$ cat src/rtl/pri_encoder_pkg.sv
// Shared types and helpers for the streaming priority encoder.
package pri_encoder_pkg;

  typedef enum logic {
    ST_IDLE = 1'b0,
    ST_SCAN = 1'b1
  } state_e;

  // Constant-evaluable ceil(log2(v)), used to size index fields.
  function automatic int unsigned clog2(input int unsigned v);
    int unsigned r;
    r = 0;
    for (int unsigned i = 0; i < 32; i++) begin
      if ((64'd1 << i) < 64'(v)) r = i + 1;
    end
    return r;
  endfunction

endpackage

$ cat src/rtl/pri_encoder_stream_if.sv
// Request-in / index-out stream bundle for pri_encoder_stream.
interface pri_encoder_stream_if #(
  parameter int unsigned WIDTH = 16,
  parameter int unsigned IDX_W = pri_encoder_pkg::clog2(WIDTH)
) ();

  logic             enable;
  logic [WIDTH-1:0] in_vec;
  logic             in_valid;
  logic             in_ready;
  logic [IDX_W-1:0] out_index;
  logic             out_none;
  logic             out_last;
  logic             out_valid;
  logic             out_ready;

  modport slave (
    input  enable, in_vec, in_valid, out_ready,
    output in_ready, out_index, out_none, out_last, out_valid
  );

  modport master (
    output enable, in_vec, in_valid, out_ready,
    input  in_ready, out_index, out_none, out_last, out_valid
  );

endinterface

$ cat src/rtl/pri_find_first.sv
// Combinational priority search: winning index, any-set flag and one-hot mask of the winner.
module pri_find_first
  import pri_encoder_pkg::*;
#(
  parameter int unsigned WIDTH     = 16,
  parameter bit          MSB_FIRST = 1'b0,
  parameter int unsigned IDX_W     = clog2(WIDTH)
) (
  input  logic [WIDTH-1:0] vec_i,
  output logic [IDX_W-1:0] idx_o,
  output logic             found_o,
  output logic [WIDTH-1:0] onehot_o
);

  int unsigned b;

  // Walk from lowest to highest priority so the last hit seen is the winner.
  always_comb begin
    idx_o    = '0;
    onehot_o = '0;
    found_o  = |vec_i;
    b        = 0;
    for (int unsigned i = 0; i < WIDTH; i++) begin
      b = MSB_FIRST ? i : (WIDTH - 1 - i);
      if (vec_i[b]) begin
        idx_o       = IDX_W'(b);
        onehot_o    = '0;
        onehot_o[b] = 1'b1;
      end
    end
  end

endmodule

$ cat src/rtl/pri_encoder_stream.sv
// Handshaked priority encoder: captures a request vector, then streams the index of each
// set bit (or only the winner) in priority order, with a distinct "none set" beat.
module pri_encoder_stream
  import pri_encoder_pkg::*;
#(
  parameter int unsigned WIDTH     = 16,
  parameter int unsigned IDX_W     = clog2(WIDTH),
  parameter bit          MSB_FIRST = 1'b0,
  parameter bit          ALL_HITS  = 1'b1
) (
  input logic                clk,
  input logic                reset,
  pri_encoder_stream_if.slave bus
);

  state_e           state_q, state_d;
  logic [WIDTH-1:0] residual_q, residual_d;
  logic             zero_q, zero_d;

  logic [IDX_W-1:0] win_idx;
  logic             win_found;
  logic [WIDTH-1:0] win_onehot;
  logic [WIDTH-1:0] capture_vec_c;
  logic             scan_c;
  logic             single_left_c;
  logic             last_c;

  pri_find_first #(
    .WIDTH    (WIDTH),
    .MSB_FIRST(MSB_FIRST),
    .IDX_W    (IDX_W)
  ) u_find (
    .vec_i   (residual_q),
    .idx_o   (win_idx),
    .found_o (win_found),
    .onehot_o(win_onehot)
  );

  assign capture_vec_c = bus.enable ? bus.in_vec : '0;
  assign scan_c        = (state_q == ST_SCAN);
  assign single_left_c = win_found && ((residual_q & ~win_onehot) == '0);
  assign last_c        = zero_q | !ALL_HITS | single_left_c;

  // Beat outputs come only from registered residual/zero flag; gated to zero outside SCAN.
  assign bus.in_ready  = (state_q == ST_IDLE);
  assign bus.out_valid = scan_c;
  assign bus.out_index = scan_c ? win_idx : '0;
  assign bus.out_none  = scan_c & zero_q;
  assign bus.out_last  = scan_c & last_c;

  always_ff @(posedge clk) begin
    if (reset) begin
      state_q    <= ST_IDLE;
      residual_q <= '0;
      zero_q     <= 1'b0;
    end else begin
      state_q    <= state_d;
      residual_q <= residual_d;
      zero_q     <= zero_d;
    end
  end

  // Capture in IDLE; retire one winner per accepted beat in SCAN.
  always_comb begin
    state_d    = state_q;
    residual_d = residual_q;
    zero_d     = zero_q;
    case (state_q)
      ST_IDLE: begin
        if (bus.in_valid) begin
          residual_d = capture_vec_c;
          zero_d     = (capture_vec_c == '0);
          state_d    = ST_SCAN;
        end
      end
      ST_SCAN: begin
        if (bus.out_ready) begin
          residual_d = residual_q & ~win_onehot;
          if (last_c) begin
            state_d    = ST_IDLE;
            residual_d = '0;
            zero_d     = 1'b0;
          end
        end
      end
      default: state_d = ST_IDLE;
    endcase
  end

endmodule

$ cat src/flat_wrapper.sv
// flat-port wrapper written by rule: the top's interface ports become plain ports
module pri_encoder_stream_flat import pri_encoder_pkg::*;
#(
  parameter int unsigned WIDTH     = 16,
  parameter int unsigned IDX_W     = clog2(WIDTH),
  parameter bit          MSB_FIRST = 1'b0,
  parameter bit          ALL_HITS  = 1'b1
)
  (clk, reset, bus_enable, bus_in_vec, bus_in_valid, bus_out_ready, bus_in_ready, bus_out_index, bus_out_none, bus_out_last, bus_out_valid);
  pri_encoder_stream_if #(.WIDTH(WIDTH), .IDX_W(IDX_W)) bus_i ();
  input logic clk;
  input logic reset;
  input wire logic [$bits(bus_i.enable)-1:0] bus_enable;
  input wire logic [$bits(bus_i.in_vec)-1:0] bus_in_vec;
  input wire logic [$bits(bus_i.in_valid)-1:0] bus_in_valid;
  input wire logic [$bits(bus_i.out_ready)-1:0] bus_out_ready;
  output wire logic [$bits(bus_i.in_ready)-1:0] bus_in_ready;
  output wire logic [$bits(bus_i.out_index)-1:0] bus_out_index;
  output wire logic [$bits(bus_i.out_none)-1:0] bus_out_none;
  output wire logic [$bits(bus_i.out_last)-1:0] bus_out_last;
  output wire logic [$bits(bus_i.out_valid)-1:0] bus_out_valid;
  assign bus_i.enable = bus_enable;
  assign bus_i.in_vec = bus_in_vec;
  assign bus_i.in_valid = bus_in_valid;
  assign bus_i.out_ready = bus_out_ready;
  assign bus_in_ready = bus_i.in_ready;
  assign bus_out_index = bus_i.out_index;
  assign bus_out_none = bus_i.out_none;
  assign bus_out_last = bus_i.out_last;
  assign bus_out_valid = bus_i.out_valid;
  pri_encoder_stream #(.WIDTH(WIDTH), .IDX_W(IDX_W), .MSB_FIRST(MSB_FIRST), .ALL_HITS(ALL_HITS)) u_core (.clk(clk), .reset(reset), .bus(bus_i));
endmodule
$ cat config.mk
export PLATFORM = sky130hd
export DESIGN_NAME = pri_encoder_stream_flat
export DESIGN_NICKNAME = d
export VERILOG_FILES = /design/src/rtl/pri_encoder_pkg.sv /design/src/rtl/pri_encoder_stream_if.sv /design/src/rtl/pri_find_first.sv /design/src/rtl/pri_encoder_stream.sv /design/src/flat_wrapper.sv
export SDC_FILE = /design/constraint.sdc
export NUM_CORES = 1
export LEC_CHECK = 0
export ABC_AREA = 1
export BUFFER_PORTS_ARGS = -buffer_cell sky130_fd_sc_hd__buf_2
export CORE_MARGIN = 5
export CORE_UTILIZATION = 56
export CTS_CLUSTER_SIZE = 30
export DETAILED_ROUTE_END_ITERATION = 8
export GPL_TIMING_DRIVEN = 1
export PLACE_DENSITY = 0.92
export SLEW_MARGIN = 10
export SYNTH_ARGS = -nofsm -noshare
export SYNTH_HDL_FRONTEND = slang
export SYNTH_SLANG_ARGS = --single-unit
$ cat constraint.sdc
create_clock -name clk -period 3.4 [get_ports clk]
set_clock_uncertainty 0.05 [all_clocks]
set_input_delay 0.68 -clock clk [delete_from_list [all_inputs] [get_ports clk]]
set_output_delay 0.68 -clock clk [all_outputs]
set_load 0.01 [all_outputs]
==> implementation parameters, run 1 <==
Parameter                              Value

STA
  Slew at the pin with the worst max-slew slack    between 0.7 and 0.8 ns
  Max_slew headroom    between 50 and 60%
  Peak Freq    around 370 MHz
  Number of pins with negative max-slew slack in the final report    0
  RSZ-0062 raised after global routing    no
  Final setup violation count    0
  Post-Route Setup TNS    0 ns
  Final Hold Fails    0
  Time the final worst path needs with I/O delays and setup    2.719 ns
  Final clock period utilization by the worst path    79.98%
  Fin worst setup slack    0.6807 ns

Worst setup path
  Last element of the critical path    bus_out_last
  Worst reg2reg path endpoint    u_core.residual_q[3]
  Worst R2R Path Depth    6
  Worst R2R Start    u_core.bus.out_valid
  Buf+Inv Stages, Crit Path    2
  CP endpoint kind    output pin
  Highest cell delay on the worst timing path    0.36 ns
  Critical Setup Path Class    flop to output pin
  Worst path cell trace    nor2_2, nand3_1, o21bai_1, nand2_1, inv_1, nand2_1, nor2_2, a21oi_4, nor2_1, buf_2
  Critical path peak fanout    16
  Slack of the worst reg-to-reg path    1.31 ns
  Arr. time, crit path    1.99 ns
  Launching instance or port of the critical path    u_core.residual_q[3]
  Startpoint Class    flop
  Cell at the slowest stage of the critical path    sky130_fd_sc_hd__dfxtp_1
  Critical path required time    2.67 ns
  Family of cells with the greatest summed delay on the critical path    simple AND/OR/NAND/NOR gates
  WP depth    10

Route
  Total wirelength of the detailed-routed design    3.746 mm
  Via total after detailed routing    1661
  Average detailed-routed wire length per instance    12.87 microns
  DRC violations left    0
  Number of antenna-violating nets in the routed design    0
  Vias per cell    5.708
  DR pass1 iterations    5
  Starting DRC count in detailed routing    110

Logic synthesis
  Distinct cells, synth    23
  Top FF cell, synth    sky130_fd_sc_hd__dfxtp_1
  Total of warnings raised by yosys    0
  Commonest cells in the synthesized netlist    64 x sky130_fd_sc_hd__nand2_1, 34 x sky130_fd_sc_hd__inv_1, 27 x sky130_fd_sc_hd__o21ai_0
  Synth area leaders    sky130_fd_sc_hd__dfxtp_1 25%, sky130_fd_sc_hd__nand2_1 17%, sky130_fd_sc_hd__o21ai_0 9.5%
  Fraction of synthesis flops using an asynchronous set or reset pin    0%
  Nets in the synthesized netlist    260
  Mean instance size in the synthesized netlist    5.926 sq um
  Share of Yosys cell area claimed by the top area cell type    25.44%
  Count leader, synth    sky130_fd_sc_hd__nand2_1
  Number of enable-type register cells in the synthesized netlist    0
  Largest area contributor in the synthesized netlist    sky130_fd_sc_hd__dfxtp_1
  Count of state elements after synthesis    18
  Summed instance area of the synthesized netlist    1416 sq um
  Number of standard cells after synthesis    239
  Sequential-to-total area share from yosys stat    25.44%

CTS
  Maximum number of buffers from clock root to sink    2
  Clock latency on the worst-skew pair    between 0.2 and 0.3 ns
  Total number of clock tree sinks    18
  CTS tree    built
  Library cell used as clock root buffer    sky130_fd_sc_hd__clkbuf_4
  Count of hold buffers inserted by post-cts repair    0
  CTS clock-pin slew for the worst setup and hold paths    0.11 ns
  Number of levels in the clock H-tree    1
  PostCTS Resize Cnt    0
  Num CTS Buffers    3
  Buffer count from post-CTS setup fixing    0

Power
  Sum of internal, switching and leakage power    0.6449 mW
  Internal portion of total power    0.3661 mW
  Switching Fraction    a little over two fifths
  Relative contribution of combinational cells to total power    43.3%
  Leakage power    ~0.79 nW
  Power dissipated by switching net loads    0.2788 mW
  Sequential Power Share    between 30% and 40%
  Power density over the cells    between 400 and 500 nW/um^2
  Peak VDD IR    0.2389 mV
  Clock share of power    17.0%

Run
  Count of maximum capacitance violations    0

Placement
  Final Wtd Congestion    0.8927
  Placement-stage worst setup slack    1.020 ns
  Detailed placement HPWL    between 2 and 3 mm
  PortBufs    28

GRT
  All-Layer GR Usage    22.70%
  Wire length of the first global-routing pass    6.265 mm
  Via count of the first global-routing pass    1421
  Number of antenna violations at the first check in global routing    0
  Total congestion overflow    0
  Largest net degree at the start of global routing    28

Cells and area
  Final #Nets    284
  Layout cells sized above 1    16.86%
  Layout overhead on the synthesized area    11.48%
  FF+latch area    360.3 sq um
  Footprint of the multi-input gates    approximately 880 sq um
  Share of the core filled with cells    64.32%
  Ant diodes    0
  Fill cell count    236

Die
  Die outline area    roughly 3600 sq um
  Total core area    approximately 2500 sq um
  Row count    18
  Floorplan die width    60.29 microns
  # IOs    29
  Initial standard-cell utilization of the core    between 50% and 60%
  Die Y-Extent    60.29 microns

Status
  Result of the run    finished clean

Hold path
  Worst min-delay path class    input pin to flop
worst min path at each step:
stage | depth (start not counted) | from | slack (ns) | end
after floorplan | 2 | u_core.residual_q[13] | 0.44 | u_core.residual_q[13]
after global placement | 2 | u_core.residual_q[8] | 0.47 | u_core.residual_q[8]
after detailed placement | 2 | u_core.residual_q[15] | 0.48 | u_core.residual_q[15]
after CTS | 2 | u_core.residual_q[15] | 0.49 | u_core.residual_q[15]
after global routing | 2 | reset | 0.50 | u_core.zero_q
final | 2 | reset | 0.50 | u_core.zero_q
placed cells by master, fill, tap and decap left out, drive strengths merged, types with 2 or more instances in the layout:
cell and count:
nor2 22, buf 29, nand4 14, nand3 14, nand2 66, dfxtp 18, o21ai 27, clkbuf 3
a31oi 5, a21oi 21, nor3 2, inv 35
logic make-up (layout without fill, tap and decap cells):
family,Yosys count,count (layout),synth area share [%]
AND/OR/NAND/NOR,120,120,40.64
AO/OA/AOI/OAI,56,56,21.47
buffers and inverters,45,67,12.46
flip-flops,18,18,25.44
routing by layer:
layer / global-route usage, % / routed length [microns] / vias up
li1: - / - / 838
met1: 31.91 / 1641 / 719
met2: 35.65 / 1660 / 100
met3: 3.672 / 411 / 4
met4: 6.013 / 33 / 0
met5: 0 / 0 / -
metrics by stage:
step | instances | hold WS (ns) | instance area [sq um]
floorplan | 239 | 0.4429 | 1416
global placement | 288 | 0.4713 | 1556
detailed placement | 288 | 0.4782 | 1556
CTS | 291 | 0.4946 | 1579
global route | 291 | 0.4972 | 1579
finish | 291 | 0.4974 | 1579
power groups by stage:
stage,Sequential (mW),Clock [mW],Combinational [mW]
final,0.256,0.109,0.280
after global routing,0.259,0.119,0.316
after CTS,0.255,0.110,0.276
after detailed placement,0.260,0,0.275
after global placement,0.259,0,0.271
after floorplan,0.254,0,0.218
layout make-up:
class	count	share of cell area, %
multi-input cells	176	55.71
flip-flops and latches	18	22.82
well taps	30	2.377
clock buffers	3	1.426
inverters	35	8.320
repair buffers	29	9.350
sequential cells by signal, indices dropped and copies added, names as in the netlist:
signal	flops
u_core.bus.out_valid	1
u_core.zero_q	1
u_core.residual_q	16
Power figures use the tool's default switching activity.
==> inputs of run 2 (changes only) <==
ABC_AREA = 0   (was 1)
CORE_UTILIZATION = 48   (was 56)
PLACE_DENSITY = 0.86   (was 0.92)
clock period = 2.25 ns   (was 3.4 ns; I/O delays follow)
==> run 2 against run 1 <==
  * The run now ends with negative setup slack left
  * Clock power increased by 90%
  * Combinational power increased by 32%
  * Sequential share of layout area decreased by 0.82 points
  * Critical path depth decreased by 3
  * Largest cell class unchanged
  * Sequential power increased by 41%
  * Non-clock buffer count increased by 26
  * Utilization increased by 2.0 points
  * Flip-flop and latch count unchanged
==> implementation parameters, run 2 <==
Parameter                              Value

Worst setup path
  Critical path peak fanout    5 (-11)
  Arr. time, crit path    2.10 ns (+0.11 ns)
  Worst path cell trace    nor4_4, nand2_2, o31ai_4, o2111ai_1, o31ai_2, and2_1, buf_2
  Highest cell delay on the worst timing path    0.37 ns (about the same)
  Startpoint Class    flop
  Critical path required time    1.75 ns (-0.92 ns)
  CP endpoint kind    output pin
  Buf+Inv Stages, Crit Path    1 (-1)
  Cell at the slowest stage of the critical path    sky130_fd_sc_hd__dfxtp_2
  Family of cells with the greatest summed delay on the critical path    compound AO/OA/AOI/OAI gates
  Critical Setup Path Class    flop to output pin

STA
  Final setup violation count    2 (+2)
  Time the final worst path needs with I/O delays and setup    roughly 2.6 ns
  Final clock period utilization by the worst path    115.5%
  Max_slew headroom    56.35% (+3.3 points)
  Number of pins with negative max-slew slack in the final report    0 (unchanged)
  Peak Freq    384.9 MHz
  Fin worst setup slack    -0.3478 ns (-1.028 ns)
  Slew at the pin with the worst max-slew slack    0.6497 ns (-0.05276 ns)
  Final Hold Fails    0 (unchanged)
  RSZ-0062 raised after global routing    yes

Route
  DRC violations left    0 (unchanged)
  Average detailed-routed wire length per instance    16.87 microns (+31%)
  DR pass1 iterations    4 (-1)
  Starting DRC count in detailed routing    100 (-9.1%)
  Number of antenna-violating nets in the routed design    0 (unchanged)
  Via total after detailed routing    1566 (-5.7%)
  Total wirelength of the detailed-routed design    4.133 mm (+10%)
  Vias per cell    6.392 (+12%)

Placement
  Post-placement cell area    1585 sq um (+1.8%)
  PortBufs    28 (unchanged)
  Final Wtd Congestion    0.9378 (+5.1%)
  Cell count after placement    240 (-17%)
  Detailed placement HPWL    3.061 mm (+8.6%)

Cells and area
  Footprint of the multi-input gates    885.9 sq um (+0.71%)
  Final standard cell area without fillers    1689 sq um (+7.0%)
  Ant diodes    0 (unchanged)
  FF+latch area    371.6 sq um (+3.1%)
  Layout cells sized above 1    38.60% (+22 points)
  Fill cell count    228 (-3.4%)
  Layout overhead on the synthesized area    29.68%
  Top reg by flops    u_core.residual_q
  Final instance count without filler cells    245 (-16%)
  Number of flip-flops under the largest register name    16 (unchanged)
  Final #Nets    237 (-17%)
  Most common library cell in the layout ignoring fill and taps    sky130_fd_sc_hd__buf_2
  Commonest cells after routing, fill and taps aside    28 x sky130_fd_sc_hd__buf_2, 27 x sky130_fd_sc_hd__buf_4, 16 x sky130_fd_sc_hd__nor2_1, 15 x sky130_fd_sc_hd__a21oi_1, 13 x sky130_fd_sc_hd__dfxtp_1

Status
  Result of the run    finished with violations
  Violated checks    negative setup slack

CTS
  CTS clock-pin slew for the worst setup and hold paths    0.12 ns (about the same)
  CTS tree    built
  Library cell used as clock root buffer    sky130_fd_sc_hd__clkbuf_4
  Total number of clock tree sinks    18 (unchanged)
  Maximum number of buffers from clock root to sink    2 (unchanged)
  Clock latency on the worst-skew pair    0.30 ns (about the same)
  Count of hold buffers inserted by post-cts repair    0 (unchanged)
  Number of levels in the clock H-tree    1 (unchanged)
  Num CTS Buffers    3 (unchanged)

Die
  Total core area    2545 sq um (+3.7%)
  Floorplan die width    62.09 microns (+3.0%)
  Initial standard-cell utilization of the core    51.18% (-6.5 points)
  Row count    18 (unchanged)
  # IOs    29 (unchanged)
  Die outline area    3855 sq um (+6.1%)
  Die Y-Extent    62.09 microns (+3.0%)

Logic synthesis
  Summed instance area of the synthesized netlist    1302 sq um (-8.0%)
  Count leader, synth    sky130_fd_sc_hd__dfxtp_1
  Synth area leaders    sky130_fd_sc_hd__dfxtp_1 28%, sky130_fd_sc_hd__a21oi_1 6.1%, sky130_fd_sc_hd__o21ai_0 5.0%
  Sequential-to-total area share from yosys stat    27.67% (+2.2 points)
  Number of standard cells after synthesis    169 (-29%)
  Share of Yosys cell area claimed by the top area cell type    27.67% (+2.2 points)
  Nets in the synthesized netlist    190 (-27%)
  Distinct cells, synth    47 (+100%)
  Number of enable-type register cells in the synthesized netlist    0 (unchanged)
  Fraction of synthesis flops using an asynchronous set or reset pin    0% (unchanged)
  Total of warnings raised by yosys    0 (unchanged)
  Top FF cell, synth    sky130_fd_sc_hd__dfxtp_1
  Commonest cells in the synthesized netlist    18 x sky130_fd_sc_hd__dfxtp_1, 16 x sky130_fd_sc_hd__a21oi_1, 16 x sky130_fd_sc_hd__nor2_1
  Largest area contributor in the synthesized netlist    sky130_fd_sc_hd__dfxtp_1
  Count of state elements after synthesis    18 (unchanged)
  Mean instance size in the synthesized netlist    7.707 sq um (+30%)

GRT
  All-Layer GR Usage    22.77% (+0.064 points)
  Total congestion overflow    0 (unchanged)
  Via count of the first global-routing pass    1419 (-0.14%)
  Largest net degree at the start of global routing    21 (-25%)
  Wire length of the first global-routing pass    6.548 mm (+4.5%)
  Number of antenna violations at the first check in global routing    0 (unchanged)

Run
  Count of maximum capacitance violations    0 (unchanged)

Power
  Leakage power    0.7262 nW (-7.9%)
  Peak VDD IR    0.4649 mV (+95%)
  Power density over the cells    555.2 nW/um^2 (+36%)

Hold path
  Worst min-delay path class    input pin to flop
==> run 2: cell types whose count changed in the layout (fill, tap and decap cells not counted), sizes merged, moves of 8 or more <==
cell and delta:
nand2 -60, inv -31, buf +26, nand4 -13
o21ai -12, and3 +9, nand3 -9, nor3 +8
==> run 2: timing repair <==
item,CTS,global route
gates resized for setup,5,12
hold endpoints to repair,0,0
setup endpoints to repair,2,5
buffers inserted,0,1
pin swaps,0,4
==> run 2: cells by family (layout without fill, tap and decap cells) <==
logic type | count (synthesis) | count (layout) | share of synthesized area (%)
and+or+nand+nor | 72 | 72 | 32.47
adders and majority gates | 2 | 2 | 1.537
AOI/OAI and AO/OA | 60 | 60 | 30.26
buffers and inverters | 17 | 63 | 8.068
DFF | 18 | 18 | 27.67
==> run 2: per-layer routing <==
layer  GRT usage (%)  wire, microns  vias up
met5               0              0        -
met1           32.13           1776      723
met2           35.95           1871       92
li1                -              -      740
met4           6.667             85        0
met3           3.099            401       11
==> run 2: worst paths after layout <==
kind / from / to / slack, ns / depth (start not counted)
max: u_core.residual_q[0] / bus_out_last / -0.35 / 7
max reg2reg: u_core.residual_q[0] / u_core.residual_q[15] / 0.24 / 7
min reg2reg: u_core.residual_q[13] / u_core.residual_q[13] / 0.49 / 1
min: reset / u_core.residual_q[0] / 0.34 / 2
==> run 2: cell type report <==
type / count / share of cell area [%]
inverters: 4 / 0.8889
multi-input cells: 134 / 52.44
flip-flops and latches: 18 / 22.00
clock buffers: 4 / 2.148
well taps: 30 / 2.222
repair buffers: 55 / 20.30
==> run 2: where the power goes <==
part | total, mW | internal (mW) | switching (mW) | leakage [nW]
clock network | 0.207 | 0.0986 | 0.109 | 0.0210
logic | 0.370 | 0.173 | 0.196 | 0.556
registers | 0.361 | 0.336 | 0.0250 | 0.150
total | 0.938 | 0.608 | 0.330 | 0.726
==> run 2: metrics by stage <==
stage	TNS (ns)	power (mW)	utilization [%]	hold slack, ns	setup slack, ns
after global placement	0	0.6997	62.29	0.4915	0.01047
after CTS	-0.4011	0.9120	64.31	0.3433	-0.3498
after floorplan	0	0.5692	-	0.4724	0.06941
final	-0.4077	0.9378	66.37	0.3441	-0.3478
after global routing	-0.6603	0.9807	66.37	0.3604	-0.4870
after detailed placement	-0.05917	0.7061	62.29	0.5014	-0.05917
==> inputs of run 3 (changes only) <==
CORE_ASPECT_RATIO = 1.4   (was unset)
==> run 3 against run 2 <==
  * Flip-flop and latch count did not move
  * Critical endpoint unchanged
  * Sequential share of layout area fell by 0.76 points
  * Combinational power rose by 14%
  * Sequential power barely moved
  * Largest cell class unchanged
  * Wire length rose by 9.9%
  * Non-clock buffer count rose by 7
  * The flow still finishes with violations (negative setup slack)
  * Clock power fell by 18%
  * Largest power group unchanged
  * Utilization rose by 2.1 points
  * Total power rose by 1.6%
==> implementation parameters, run 3 (synthesis gave the netlist of run 2 again) <==
Parameter                              Value

Status
  Result of the run    finished with violations
  Violated checks    negative setup slack

Placement
  Final Wtd Congestion    0.8494 (-9.4%)
  PortBufs    28 (unchanged)
  Detailed placement HPWL    3.069 mm (+0.25%)
  Cell count after placement    249 (+3.8%)
  Post-placement cell area    1615 sq um (+1.9%)

GRT
  Largest net degree at the start of global routing    21 (unchanged)
  All-Layer GR Usage    24.60% (+1.8 points)
  Via count of the first global-routing pass    1615 (+14%)
  Number of antenna violations at the first check in global routing    0 (unchanged)
  Wire length of the first global-routing pass    7.203 mm (+10%)
  Total congestion overflow    0 (unchanged)

Cells and area
  Layout cells sized above 1    44.80% (+6.2 points)
  Fill cell count    215 (-5.7%)
  Ant diodes    0 (unchanged)
  Layout overhead on the synthesized area    37.46%
  Final standard cell area without fillers    1790 sq um (+6.0%)
  Top reg by flops    u_core.residual_q
  Number of flip-flops under the largest register name    16 (unchanged)
  Share of the core filled with cells    68.47% (+2.1 points)
  Most common library cell in the layout ignoring fill and taps    sky130_fd_sc_hd__buf_4
  Final #Nets    244 (+3.0%)
  Commonest cells after routing, fill and taps aside    34 x sky130_fd_sc_hd__buf_4, 28 x sky130_fd_sc_hd__buf_2, 16 x sky130_fd_sc_hd__nor2_1, 14 x sky130_fd_sc_hd__a21oi_1, 11 x sky130_fd_sc_hd__o21ai_0
  Final instance count without filler cells    257 (+4.9%)

Worst setup path
  Startpoint Class    flop
  Critical path required time    1.75 ns (about the same)
  CP endpoint kind    output pin
  Worst R2R Path Depth    7 (unchanged)
  Launching instance or port of the critical path    u_core.residual_q[7]
  Critical Setup Path Class    flop to output pin
  Last element of the critical path    bus_out_last
  Worst R2R Start    u_core.residual_q[7]
  Worst reg2reg path endpoint    u_core.residual_q[15]
  Critical path peak fanout    6 (+1)
  Slack of the worst reg-to-reg path    0.21 ns (-0.03 ns)
  Arr. time, crit path    2.11 ns (about the same)

Route
  Vias per cell    6.397 (about the same)
  DR pass1 iterations    5 (+1)
  Starting DRC count in detailed routing    69 (-31%)
  Number of antenna-violating nets in the routed design    0 (unchanged)
  Via total after detailed routing    1644 (+5.0%)
  Total wirelength of the detailed-routed design    4.541 mm (+9.9%)
  DRC violations left    0 (unchanged)
  Average detailed-routed wire length per instance    17.67 microns (+4.7%)

Power
  Sum of internal, switching and leakage power    0.9524 mW (+1.6%)
  Power density over the cells    531.9 nW/um^2 (-4.2%)
  Peak VDD IR    0.4574 mV (-1.6%)
  Leakage power    0.7705 nW (+6.1%)

CTS
  CTS clock-pin slew for the worst setup and hold paths    0.11 ns (about the same)
  Maximum number of buffers from clock root to sink    2 (unchanged)
  Library cell used as clock root buffer    sky130_fd_sc_hd__clkbuf_4
  Number of levels in the clock H-tree    1 (unchanged)
  Count of hold buffers inserted by post-cts repair    0 (unchanged)
  Total number of clock tree sinks    18 (unchanged)
  Num CTS Buffers    3 (unchanged)
  CTS tree    built
  Clock latency on the worst-skew pair    0.30 ns (about the same)

Die
  Total core area    2615 sq um (+2.8%)
  Row count    22 (+4)
  Die Y-Extent    71.64 microns (+15%)
  # IOs    29 (unchanged)
  Floorplan die width    54.03 microns (-13%)
  Initial standard-cell utilization of the core    49.81% (-1.4 points)
  Die outline area    3870 sq um (+0.39%)

STA
  Final setup violation count    2 (unchanged)
  RSZ-0062 raised after global routing    yes
  Time the final worst path needs with I/O delays and setup    2.611 ns (+0.01338 ns)
  Fin worst setup slack    -0.3612 ns (-0.01338 ns)
  Max_slew headroom    67.64% (+11 points)
  Post-Route Setup TNS    -0.4088 ns (-0.001126 ns)
  Final Hold Fails    0 (unchanged)
  Slew at the pin with the worst max-slew slack    0.4842 ns (-0.1655 ns)
  Final clock period utilization by the worst path    116.1% (+0.59 points)
  Peak Freq    383.0 MHz (-0.51%)
  Number of pins with negative max-slew slack in the final report    0 (unchanged)

Run
  Count of maximum capacitance violations    0 (unchanged)

Hold path
  Worst min-delay path class    input pin to flop
## run 3: area by class of cell
class	count	area [sq um]	share of cell area [%]
well taps	36	45.04	2.516
flip-flops and latches	18	380.4	21.24
multi-input cells	134	932.1	52.06
repair buffers	62	395.4	22.08
inverters	4	15.01	0.8386
clock buffers	3	22.52	1.258
## run 3: worst max-delay path, stage by stage, from the launching register on
cell	delay [ns]
sky130_fd_sc_hd__dfxtp_2	0.36
sky130_fd_sc_hd__nor4_4	0.35
sky130_fd_sc_hd__nand2_2	0.17
sky130_fd_sc_hd__o31ai_4	0.24
sky130_fd_sc_hd__o2111ai_2	0.17
sky130_fd_sc_hd__o31ai_2	0.24
sky130_fd_sc_hd__and2_1	0.16
sky130_fd_sc_hd__buf_2	0.12
## run 3: timing repair
item                                   4_1_cts  5_1_grt
gates cloned                                 0        0
gates resized for setup                     19       15
buffers inserted                             0        5
endpoints found under the hold margin        0        0
pin swaps                                    4        9
setup endpoints to repair                    3        4
## run 3: worst min-delay path by stage
stage	from	slack [ns]	cells after the start	end
5_1_grt	bus_in_vec[12]	0.35	2	u_core.residual_q[12]
6_report	bus_in_vec[13]	0.33	2	u_core.residual_q[13]
3_3_place_gp	u_core.residual_q[14]	0.50	2	u_core.residual_q[14]
4_1_cts	bus_in_vec[13]	0.34	2	u_core.residual_q[13]
2_1_floorplan	reset	0.47	1	u_core.residual_q[0]
3_5_place_dp	u_core.residual_q[14]	0.52	2	u_core.residual_q[14]
## run 3: per-layer routing
layer	GRT usage, %	share of wire (%)	wire length [microns]
met5	0	0	0
met4	12.47	3.5	161
met3	3.534	6.4	292
met2	40.30	51	2301
met1	30.35	39	1786
## run 3: report_power, final
group | switching, mW | internal [mW]
Combinational | 0.217 | 0.206
Sequential | 0.0245 | 0.335
Clock | 0.108 | 0.0625
Total | 0.349 | 0.603
## run 3: stage by stage
step / hold slack, ns / setup WS, ns
after CTS: 0.3442 / -0.3557
after floorplan: 0.4724 / 0.06941
after global placement: 0.5034 / -0.01503
after detailed placement: 0.5212 / -0.1237
after global routing: 0.3451 / -0.4670
final: 0.3329 / -0.3612
